File: config.mk
export PLATFORM = sky130hd
export DESIGN_NAME = mux_bus_arbiter
export DESIGN_NICKNAME = d
export VERILOG_FILES = /design/src/rtl/mux_bus_arbiter.sv
export SDC_FILE = /design/constraint.sdc
export NUM_CORES = 1
export LEC_CHECK = 0
export BUFFER_PORTS_ARGS = -buffer_cell sky130_fd_sc_hd__buf_2
export CAP_MARGIN = 20
export CORE_MARGIN = 4
export CORE_UTILIZATION = 35
export DETAILED_ROUTE_END_ITERATION = 8
export GPL_TIMING_DRIVEN = 0
export PLACE_DENSITY = 0.64
export SYNTH_ARGS = -nofsm -noshare
export SYNTH_HDL_FRONTEND = slang
export SYNTH_SLANG_ARGS = --single-unit
File: constraint.sdc
create_clock -name clk -period 1.76 [get_ports clk]
set_input_delay 0.176 -clock clk [delete_from_list [all_inputs] [get_ports clk]]
set_output_delay 0.176 -clock clk [all_outputs]
set_load 0.03 [all_outputs]
File: src/rtl/mux_bus_arbiter.sv
// mux_bus_arbiter: two-requester break-before-make arbiter driving a 74S157 mux bank's SEL/ENB_N
module mux_bus_arbiter #(
  parameter int SETTLE_CYC  = 1,
  parameter int MAX_HOLD    = 8,
  parameter bit ROUND_ROBIN = 1'b1
) (
  input  logic clk,
  input  logic reset,
  input  logic req_a,
  input  logic req_b,
  output logic gnt_a,
  output logic gnt_b,
  output logic mux_sel,
  output logic mux_enb_n,
  output logic preempt
);
  localparam int HW = MAX_HOLD > 0 ? $clog2(MAX_HOLD + 1) : 1;
  localparam int SW = SETTLE_CYC > 1 ? $clog2(SETTLE_CYC) : 1;
  localparam logic [HW-1:0] HMAX = HW'(MAX_HOLD);
  localparam logic [SW-1:0] SMAX = SW'(SETTLE_CYC - 1);
  localparam logic [1:0] IDLE = 2'd0, SETTLE = 2'd1, OWN = 2'd2, RELEASE = 2'd3;
  logic [1:0] state, nxt;
  logic [HW-1:0] hold, hold_inc;
  logic [SW-1:0] scnt;
  logic last, pick, own_req, oth_req, pre_nxt;
  // mux_sel always names the current (or pending) owner, so owner/other requests are muxed by it
  always_comb begin
    own_req  = mux_sel ? req_b : req_a;
    oth_req  = mux_sel ? req_a : req_b;
    hold_inc = (hold == HMAX) ? hold : hold + 1'b1;
    pick     = (req_a && req_b) ? (ROUND_ROBIN && !last) : req_b;
    pre_nxt  = (state == OWN) && own_req && (MAX_HOLD != 0) && (hold_inc == HMAX) && oth_req;
    nxt      = state == IDLE   ? ((req_a || req_b) ? SETTLE : IDLE)
             : state == SETTLE ? (!own_req ? IDLE : (scnt == SMAX) ? OWN : SETTLE)
             : state == OWN    ? (!own_req ? IDLE : pre_nxt ? RELEASE : OWN)
             : IDLE;
  end
  // state, counters and registered outputs; SEL only loads on the IDLE->SETTLE edge while disabled
  always_ff @(posedge clk) begin
    if (reset) begin
      state     <= IDLE;
      mux_sel   <= 1'b0;
      last      <= 1'b1;
      hold      <= '0;
      scnt      <= '0;
      gnt_a     <= 1'b0;
      gnt_b     <= 1'b0;
      mux_enb_n <= 1'b1;
      preempt   <= 1'b0;
    end else begin
      state     <= nxt;
      mux_sel   <= (state == IDLE && nxt == SETTLE) ? pick : mux_sel;
      last      <= (state == SETTLE && nxt == OWN) ? mux_sel : last;
      hold      <= (state == OWN) ? hold_inc : '0;
      scnt      <= (state == SETTLE) ? scnt + 1'b1 : '0;
      gnt_a     <= (nxt == OWN) && !mux_sel;
      gnt_b     <= (nxt == OWN) && mux_sel;
      mux_enb_n <= nxt != OWN;
      preempt   <= pre_nxt;
    end
  end
endmodule

After elaboration in Yosys (flattened, before gate mapping). Cells that the tools add are included.

Register bits: 13. Input bits: 4. Output and inout bits: 5. Word-level logic and storage cells: 46.

Add/subtract/negate cells: 2. Equality and inequality tests: 7. Muxes and demuxes: 12. Bitwise gates (word level): 2. Reduce and logical (&&, ||, !) cells: 14.

Operators by type and width (number): 2-bit two-way mux (6); 4-bit equality test (second input constant) (2); 1-bit logical AND (8); 1-bit two-way mux (5); 4-bit by 1-bit adder with 4-bit output (second input constant) (1); 2-bit by 1-bit equality test with 1-bit output (second input constant) (2); 2-bit equality test (second input constant) (2); 4-bit two-way mux (1); 2-bit OR reduction (2); 1-bit logical NOT (2); 2-bit logical NOT (1); 2-bit != test (second input constant) (1); 1-bit NOT (2); 1-bit adder (second input constant) (1); 1-bit logical OR (1).

Logic depth before layout (Yosys ltp). Gate-level depths: netlist of the first run.

Word-level depth: 12. Mapped depth: 6. Mapped depth without buffers: 6.

Worst setup path before layout of the first run. Ideal clock, no wire load.

Path type: reg2reg. Start: register hold[0]. End: register gnt_b. Library setup time: 116 ps. Arrival: 1427 ps. Setup slack: 217 ps. Cell stages (with the launch flop): 7. Path through: dfxtp_1 -> inv_1 -> ha_1 -> mux2_1 -> o211ai_1 -> nand3_1 -> and4_1.

Cells in the longest elaborated chain, start to end: 12. Elaborated cells between the ends (all ways): 13. Those cells by class: add/sub: 1; eq/ne: 3; mux: 6; reduce/logical: 3.

RTL lines: start, declared (line 23) `logic [HW-1:0] hold, hold_inc;`; start signal, assigned (line 54) `hold <= (state == OWN) ? hold_inc : '0;`; 4-bit by 1-bit adder with 4-bit output / 4-bit equality test (equally long branches) (line 30) `hold_inc = (hold == HMAX) ? hold : hold + 1'b1;`; 4-bit two-way mux * (line 30); 4-bit equality test * (line 32) `pre_nxt = (state == OWN) && own_req && (MAX_HOLD != 0) && (hold_inc == HMAX) && oth_req;`; 1-bit logical AND * (2 in a row) (line 32); 1-bit two-way mux * (line 35) `: state == OWN ? (!own_req ? IDLE : pre_nxt ? RELEASE : OWN)`; 2-bit two-way mux * (2 in a row) (line 35); 2-bit two-way mux * (line 34) `: state == SETTLE ? (!own_req ? IDLE : (scnt == SMAX) ? OWN : SETTLE)`; 2-bit two-way mux * (line 33) `nxt = state == IDLE ? ((req_a || req_b) ? SETTLE : IDLE)`; 2-bit equality test * (line 57) `gnt_b <= (nxt == OWN) && mux_sel;`; 1-bit logical AND * (line 57); end signal, assigned (line 57); end, declared (line 12) `output logic gnt_b,`.

Every way passes the cells marked *; elsewhere a longest branch is shown, timed or not. A chain may end at the register's enable or synchronous reset.

Final worst setup path of the first run.
Start: register hold[1]. End: register gnt_b.

Same word-level chain as after synthesis.

==> impl_metrics.toml, run 1 <==
[timing]
fin_crit_ns = 1.67
max_slew_margin_pct = 77.0
slew_violations = 0
fin_tns_setup_ns = 0
fmax_mhz = 599
period_share_pct = 94.9
finalSetupViolCount = 0
fin_skew_ns = 0.000340
hold_violations = 0
tightest_slew_ns = 0.335

[power_and_ir_drop]
total_power_mw = 0.565
p_per_area_mw_per_mm2 = 844
p_leak_nw = 0.255
peakVddDrop_v = 0.000371

[placed_design]
io_buffers = 8
gp_congestion = 0.729
dpl_cell_area_um2 = 637
placed_cells = 85
dp_hpwl_um = 743

[clock_tree]
cts_made_buffers = 3
cts_sinks = 13
clockRootBuffer = "clkbuf_4"
cts.path.max_buffers = 2
clkTransAtPathRegs_ns = 0.08
clkLatencyLatePin_ns = 0.28
post_cts_buffers = 0
ctsHtreeMaxLevel = 1
cts_tree = "built"

[setup_path]
required_ns = 1.94
startpoint_type = "register"
end_kind = "register"
path_class = "register to register"
path_delay_family = "flip-flops"
path_cells = "inv_1 > ha_1 > mux2_1 > o211ai_1 > nand3_2 > and4_1"
slowest_stage = "dfxtp_1"
crit_arrival_ns = 1.85
rrSetupSlack_ns = 0.09
critPathBufInv = 1
r2r_cells = 6
r2r-start = "hold[1]"
cp_max_fo = 5
slowest_delay_ns = 0.40
r2r_end = "gnt_b"

[flow_run]
max-cap-violations = 0

[floorplan]
die_h_um = 48.6
io_pins = 9
core_area_mm2 = 0.00152
dieArea_mm2 = 0.00236
die_w_um = 48.6
start_util_pct = 37.8
rows = 14

[synth]
synth_top_area_share_pct = 45.1
syn_area_um2 = 577
ys_warn_count = 0
synth_edf_count = 0
syn-num-nets = 67
synth_top_area_cell = "dfxtp_1"
synth_area_per_cell_um2 = 9.46
synthCells = 61
synth_flop_cell = "dfxtp_1"
ys_ff_latch = 13
ys_top_cells_by_area = "dfxtp_1, nand2_1, nor2_1, ha_1, a211oi_4"
synthArstFlopShare_pct = 0
yosysSeqAreaShare_pct = 45.1
yosys.cell_types.count = 27

[hold_path]
worstHoldEndpoint = "state[0]"
hold_path_class = "primary input to register"
min-delay-start = "reset"
whs_path_depth = 2

[routing]
avgRoutedWirePerCell_um = 11.3
via_per_inst = 5.07
vias = 451
drc_errors = 0
routed_wl_mm = 1.01
drtIter0Drc = 4
firstDrtPassIters = 4
antenna_left = 0

[cells_and_area]
n_fill_cell = 146
final_cells = 89
multiInputGateArea_um2 = 310
fin_area_um2 = 669
seq_area_um2 = 262
drive_gt1_share_pct = 21.9
syn_to_final_growth_pct = 16.1
diodes = 0
final_net_count = 80

[grt]
grt_usage_pct = 9.67
grt_pass1_vias = 445
grt_max_degree = 9
gr-total-overflow = 0
grt_pass1_wl_mm = 1.80
grt_antenna_before_repair = 0

[status]
status = "completed"
==> layer usage <==
layer  routed length (um)  track usage, %
met4                   30            6.73
met2                  478            15.0
met5                    0               0
met3                   28            2.76
met1                  467            11.3
==> flip-flops by register name (all words and copies together) (netlist names) <==
signal     cells
hold           4
state          2
gnt_a          1
gnt_b          1
last           1
mux_enb_n      1
mux_sel        1
preempt        1
scnt           1
==> placed cells by master, fill, tap and decap left out, drive strengths merged, types with 2 or more instances in the layout <==
cell,synthesis,layout
dfxtp,13,13
nand2b,2,2
a21boi,2,2
clkbuf,0,4
nand3,3,3
nand2,7,7
buf,0,8
ha,2,2
inv,3,3
nor2,7,7
nor2b,3,3
a21oi,3,3
==> kinds of logic (layout without fill, tap and decap cells) <==
family | after synthesis | count (layout) | synth area share [%]
adder cells (fa/ha/maj) | 2 | 2 | 4.34
buffers and inverters | 3 | 15 | 1.95
AO/OA/AOI/OAI | 11 | 11 | 15.2
AND/OR/NAND/NOR | 30 | 30 | 29.7
flip-flops | 13 | 13 | 45.1
multiplexers | 2 | 2 | 3.69
==> worst max path at each step <==
| stage | from | end | slack [ns] | cells after the start |
|---|---|---|---|---|
| finish | hold[1] | gnt_b | 0.09 | 6 |
| floorplan | hold[0] | gnt_b | 0.22 | 6 |
| detailed placement | hold[0] | gnt_b | 0.06 | 6 |
| global route | hold[1] | gnt_b | -0.03 | 6 |
| CTS | hold[0] | gnt_b | 0.04 | 6 |
| global placement | hold[0] | gnt_b | 0.08 | 6 |
==> stage by stage <==
step,utilization [%],hold slack [ns],worst slack [ns]
global placement,41.8,0.458,0.0812
CTS,43.5,0.153,0.0388
global route,43.9,0.173,-0.0259
finish,43.9,0.160,0.0903
detailed placement,41.8,0.461,0.0585
floorplan,-,0.245,0.217
==> report_power, final <==
part           internal (mW)  leakage [nW]  switching (mW)
logic                 0.0275         0.134          0.0343
clock network         0.0880        0.0150          0.0988
registers              0.305         0.106          0.0110
total                  0.421         0.255           0.144
==> Yosys cell counts, types with 2 or more instances <==
library cell	number
a21boi_0	2
a21oi_1	3
dfxtp_1	13
ha_1	2
inv_1	3
nand2_1	7
nand3_1	3
nor2_1	7
nor2b_1	3
==> timing repair <==
item	4_1_cts	5_1_grt
endpoints found under the setup margin	0	2
resized for setup	0	2
hold buffers	0	0
==> area by class of cell <==
cell class                 count  share of cell area (%)
tap                           16                    2.99
clock buffer                   4                    3.93
sequential                    13                    39.1
timing repair buffer           8                    5.98
inverter                       3                    1.68
multi-input combinational     45                    46.4
No activity file was read; power rests on OpenSTA's default activity.
==> run 2, diff against run 1 <==
--- a/config.mk
+++ b/config.mk
@@ -11,7 +11,8 @@
 export CORE_UTILIZATION = 35
 export DETAILED_ROUTE_END_ITERATION = 8
 export GPL_TIMING_DRIVEN = 0
-export PLACE_DENSITY = 0.64
+export PLACE_DENSITY_LB_ADDON = 0.08
+export SLEW_MARGIN = 25
 export SYNTH_ARGS = -nofsm -noshare
 export SYNTH_HDL_FRONTEND = slang
 export SYNTH_SLANG_ARGS = --single-unit
==> run 2 against run 1 <==
Total power is 0.71% lower. Routed wire length is 1.8% lower. First-iteration DRC count is 50% lower. Count of clock-buffer cells in the layout stayed put. Core utilization is 0.33 points lower. Critical endpoint unchanged. Highest routed layer unchanged.
==> impl_metrics.toml, run 2 (synthesized netlist as in run 1, its figures left out) <==
[status]
status = "completed"

[routing]
routed_wl_um = 987
drtIter0Drc = 2
via_per_inst = 4.85
vias = 432
firstDrtPassIters = 2
antenna_left = 0
drc_errors = 0
avgRoutedWirePerCell_um = 11.1

[flow_run]
max-cap-violations = 0

[cells_and_area]
n_fill_cell = 161
diodes = 0
final_common_cell = "dfxtp_1"
top_regs = "hold: 4 flops, state: 2 flops"
final_cells = 89
fin_area_um2 = 664
largest_register = "hold"
largest_register_ffs = 4
syn_to_final_growth_pct = 15.2
drive_gt1_share_pct = 20.5
final_net_count = 80
layout_common_cells = "dfxtp_1, buf_2, nand2_1, nor2_1"
postLayoutCoreUtil_pct = 43.6

[grt]
grt_usage_pct = 8.96
grt_pass1_wl_mm = 1.59
grt_antenna_before_repair = 0
grt_pass1_vias = 361
gr-total-overflow = 0
grt_max_degree = 9

[timing]
finalSetupViolCount = 0
max_slew_margin_pct = 75.6
grt_setup_unrepaired = "no"
hold_violations = 0
fin_tns_setup_ns = 0
slew_violations = 0
tightest_slew_ns = 0.355
fin_skew_ns = 0.000285
fmax_mhz = 605
period_share_pct = 93.9
fin_crit_ns = 1.65

[setup_path]
r2r-start = "hold[1]"
cp-endpoint = "gnt_b"
end_kind = "register"
required_ns = 1.93
cp_max_fo = 5
crit_arrival_ns = 1.82
r2r_cells = 6
r2r_end = "gnt_b"
rrSetupSlack_ns = 0.11
startpoint = "hold[1]"
startpoint_type = "register"
path_class = "register to register"

[clock_tree]
clockRootBuffer = "clkbuf_4"
cts.path.max_buffers = 2
cts_tree = "built"
cts_sinks = 13
post_cts_buffers = 0
ctsHtreeMaxLevel = 1
cts_made_buffers = 3
clkTransAtPathRegs_ns = 0.08
clkLatencyLatePin_ns = 0.27

[placed_design]
dpl_cell_area_um2 = 637
io_buffers = 8
placed_cells = 85
dp_hpwl_um = 747
gp_congestion = 0.681

[floorplan]
start_util_pct = 37.8
io_pins = 9
die_w_um = 48.6
die_h_um = 48.6
dieArea_mm2 = 0.00236
rows = 14
core_area_mm2 = 0.00152

[power_and_ir_drop]
p_leak_nw = 0.255
p_per_area_mw_per_mm2 = 844
p_clk_share_pct = 32.6
intPower_mw = 0.420
peakVddDrop_v = 0.000544
p_sw_mw = 0.140
swShare_pct = 25.0
seqPwrFrac_pct = 56.4
combPwrFrac_pct = 11.0

[hold_path]
hold_path_class = "primary input to register"
run 2: cell count changes in the layout (fill, tap and decap cells not counted):
| cell | previous run | this run |
|---|---|---|
| nand3_1 | 2 | 3 |
| nand3_2 | 1 | 0 |
run 2: power groups by stage:
stage / logic [mW] / clock network (mW) / registers [mW]
after floorplan: 0.0392 / 0 / 0.327
after global placement: 0.0615 / 0 / 0.323
after detailed placement: 0.0622 / 0 / 0.323
after CTS: 0.0623 / 0.193 / 0.316
after global routing: 0.0683 / 0.210 / 0.319
final: 0.0616 / 0.183 / 0.317
run 2: worst max-delay path, stage by stage, from the launching register on:
cell      delay [ns]
dfxtp_1         0.39
inv_1           0.06
ha_1            0.20
mux2_1          0.28
o211ai_1        0.18
nand3_1         0.19
and4_1          0.24
run 2: layout make-up:
type                       count  area, um2  area share [%]
tap                           16       20.0            3.01
sequential                    13        262            39.4
clock buffer                   4       26.3            3.95
timing repair buffer           8       40.0            6.03
multi-input combinational     45        305            46.0
inverter                       3       11.3            1.69
run 2: layer usage:
| metal | global-route usage, % | wire length [um] |
|---|---|---|
| met1 | 12.0 | 527 |
| met3 | 6.44 | 70 |
| met5 | 0 | 0 |
| met4 | 4.04 | 12 |
| met2 | 10.4 | 377 |
run 2: timing repair:
item	CTS	global route
hold buffers	0	0
setup endpoints to repair	0	2
gates resized for setup	0	1
run 2: worst min path at each step:
stage / from / to / slack (ns) / cells past startpoint
after floorplan: reset / state[0] / 0.25 / 1
after global placement: reset / scnt / 0.46 / 2
after detailed placement: reset / scnt / 0.47 / 2
after CTS: reset / scnt / 0.16 / 2
after global routing: reset / state[0] / 0.18 / 2
final: reset / state[0] / 0.17 / 2
run 2: per-stage QoR:
| stage | power [mW] | worst slack [ns] | hold WS, ns |
|---|---|---|---|
| 2_1_floorplan | 0.366 | 0.217 | 0.245 |
| 3_3_place_gp | 0.385 | 0.0577 | 0.463 |
| 3_5_place_dp | 0.385 | 0.0527 | 0.467 |
| 4_1_cts | 0.572 | 0.0450 | 0.165 |
| 5_1_grt | 0.597 | 0.000460 | 0.176 |
| 6_report | 0.561 | 0.108 | 0.172 |
==> run 3, diff against run 2 <==
--- a/config.mk
+++ b/config.mk
@@ -5,8 +5,7 @@
 export SDC_FILE = /design/constraint.sdc
 export NUM_CORES = 1
 export LEC_CHECK = 0
-export BUFFER_PORTS_ARGS = -buffer_cell sky130_fd_sc_hd__buf_2
-export CAP_MARGIN = 20
+export BUFFER_PORTS_ARGS = -buffer_cell sky130_fd_sc_hd__clkbuf_2
 export CORE_MARGIN = 4
 export CORE_UTILIZATION = 35
 export DETAILED_ROUTE_END_ITERATION = 8
==> run 3 against run 2 <==
Sequential cell count unchanged. Core utilization up 0.33 points. Die area unchanged. Cell area up 0.75%. Total power down 0.60%. Largest power group unchanged. Count of clock-buffer cells in the layout unchanged. Hold slack better by 0.0039 ns. Clock power about the same. Worst setup slack better by 0.039 ns. Sequential power about the same. Clock skew up 0.00090 ns.
==> impl_metrics.toml, run 3 (synthesized netlist as in run 1, its figures left out) <==
[clock_tree]
ctsHtreeMaxLevel = 1
cts_tree = "built"
clkTransAtPathRegs_ns = 0.07
clkLatencyLatePin_ns = 0.27
cts_made_buffers = 3
clockRootBuffer = "clkbuf_4"
cts.path.max_buffers = 2
cts_sinks = 13

[hold_path]
hold_path_class = "primary input to register"

[setup_path]
end_kind = "register"
path_class = "register to register"
slowest_delay_ns = 0.40
required_ns = 1.93
path_cells = "inv_1 > ha_1 > mux2_1 > o211ai_1 > nand3_2 > and4_1"
slowest_stage = "dfxtp_1"
path_delay_family = "flip-flops"
crit_arrival_ns = 1.78
critPathBufInv = 1
cp_max_fo = 5
startpoint_type = "register"

[cells_and_area]
final_net_count = 80
largest_register = "hold"
final_common_cell = "dfxtp_1"
final_cells = 89
syn_to_final_growth_pct = 16.1
top_regs = "hold: 4 flops, state: 2 flops"
largest_register_ffs = 4
fin_area_um2 = 669
diodes = 0
drive_gt1_share_pct = 21.9
layout_common_cells = "dfxtp_1, clkbuf_2, nand2_1, nor2_1"
postLayoutCoreUtil_pct = 43.9
n_fill_cell = 151

[placed_design]
gp_congestion = 0.690
dp_hpwl_um = 758
io_buffers = 8
post-place-ws_ns = 0.0522
dpl_cell_area_um2 = 637
placed_cells = 85

[floorplan]
start_util_pct = 37.8
rows = 14
io_pins = 9
core_area_mm2 = 0.00152
dieArea_mm2 = 0.00236
die_w_um = 48.6
die_h_um = 48.6

[timing]
period_share_pct = 91.6
fin_crit_ns = 1.61
slew_violations = 0
finalSetupViolCount = 0
max_slew_margin_pct = 76.1
tightest_slew_ns = 0.349
fin_tns_setup_ns = 0
hold_violations = 0
fin_ws_ns = 0.147
fmax_mhz = 620
whs_ns = 0.176
grt_setup_unrepaired = "no"
fin_skew_ns = 0.00118

[power_and_ir_drop]
p_per_area_mw_per_mm2 = 833
total_power_mw = 0.557
peakVddDrop_v = 0.000536
p_leak_nw = 0.254

[routing]
avgRoutedWirePerCell_um = 11.1
drc_errors = 0
firstDrtPassIters = 2
vias = 453
routed_wl_um = 986
drtIter0Drc = 4
via_per_inst = 5.09
antenna_left = 0

[grt]
gr-total-overflow = 0
grt_pass1_wl_mm = 1.77
grt_pass1_vias = 432
grt_usage_pct = 9.60
grt_antenna_before_repair = 0
grt_max_degree = 9

[flow_run]
max-cap-violations = 0

[status]
status = "completed"
-- run 3: layout make-up --
class                      count  area (um2)  area share [%]
multi-input combinational     45         310            46.4
timing repair buffer           8        40.0            5.98
clock buffer                   4        26.3            3.93
sequential                    13         262            39.1
tap                           16        20.0            2.99
inverter                       3        11.3            1.68
-- run 3: power breakdown --
| group | internal, mW | leakage, nW | switching (mW) |
|---|---|---|---|
| clock | 0.0878 | 0.0150 | 0.0919 |
| sequential | 0.305 | 0.106 | 0.0113 |
| combinational | 0.0273 | 0.133 | 0.0339 |
-- run 3: repair_timing --
action / 4_1_cts / 5_1_grt
buffers inserted: 0 / 0
hold buffers: 0 / 0
gates resized for setup: 0 / 2
setup endpoints to repair: 0 / 2
-- run 3: final timing paths --
kind / from / endpoint / slack (ns) / depth (start not counted)
worst min register to register: hold[3] / hold[3] / 0.50 / 2
worst max-delay path: hold[1] / gnt_b / 0.15 / 6
worst min-delay path: reset / state[0] / 0.18 / 2
worst max register to register: hold[1] / gnt_b / 0.15 / 6
-- run 3: routing by layer --
layer / GRT usage (%) / vias to the layer above / routed length (um)
li1: - / 239 / -
met1: 11.8 / 202 / 497
met2: 13.3 / 10 / 416
met3: 5.83 / 2 / 59
met4: 4.04 / 0 / 12
met5: 0 / - / 0
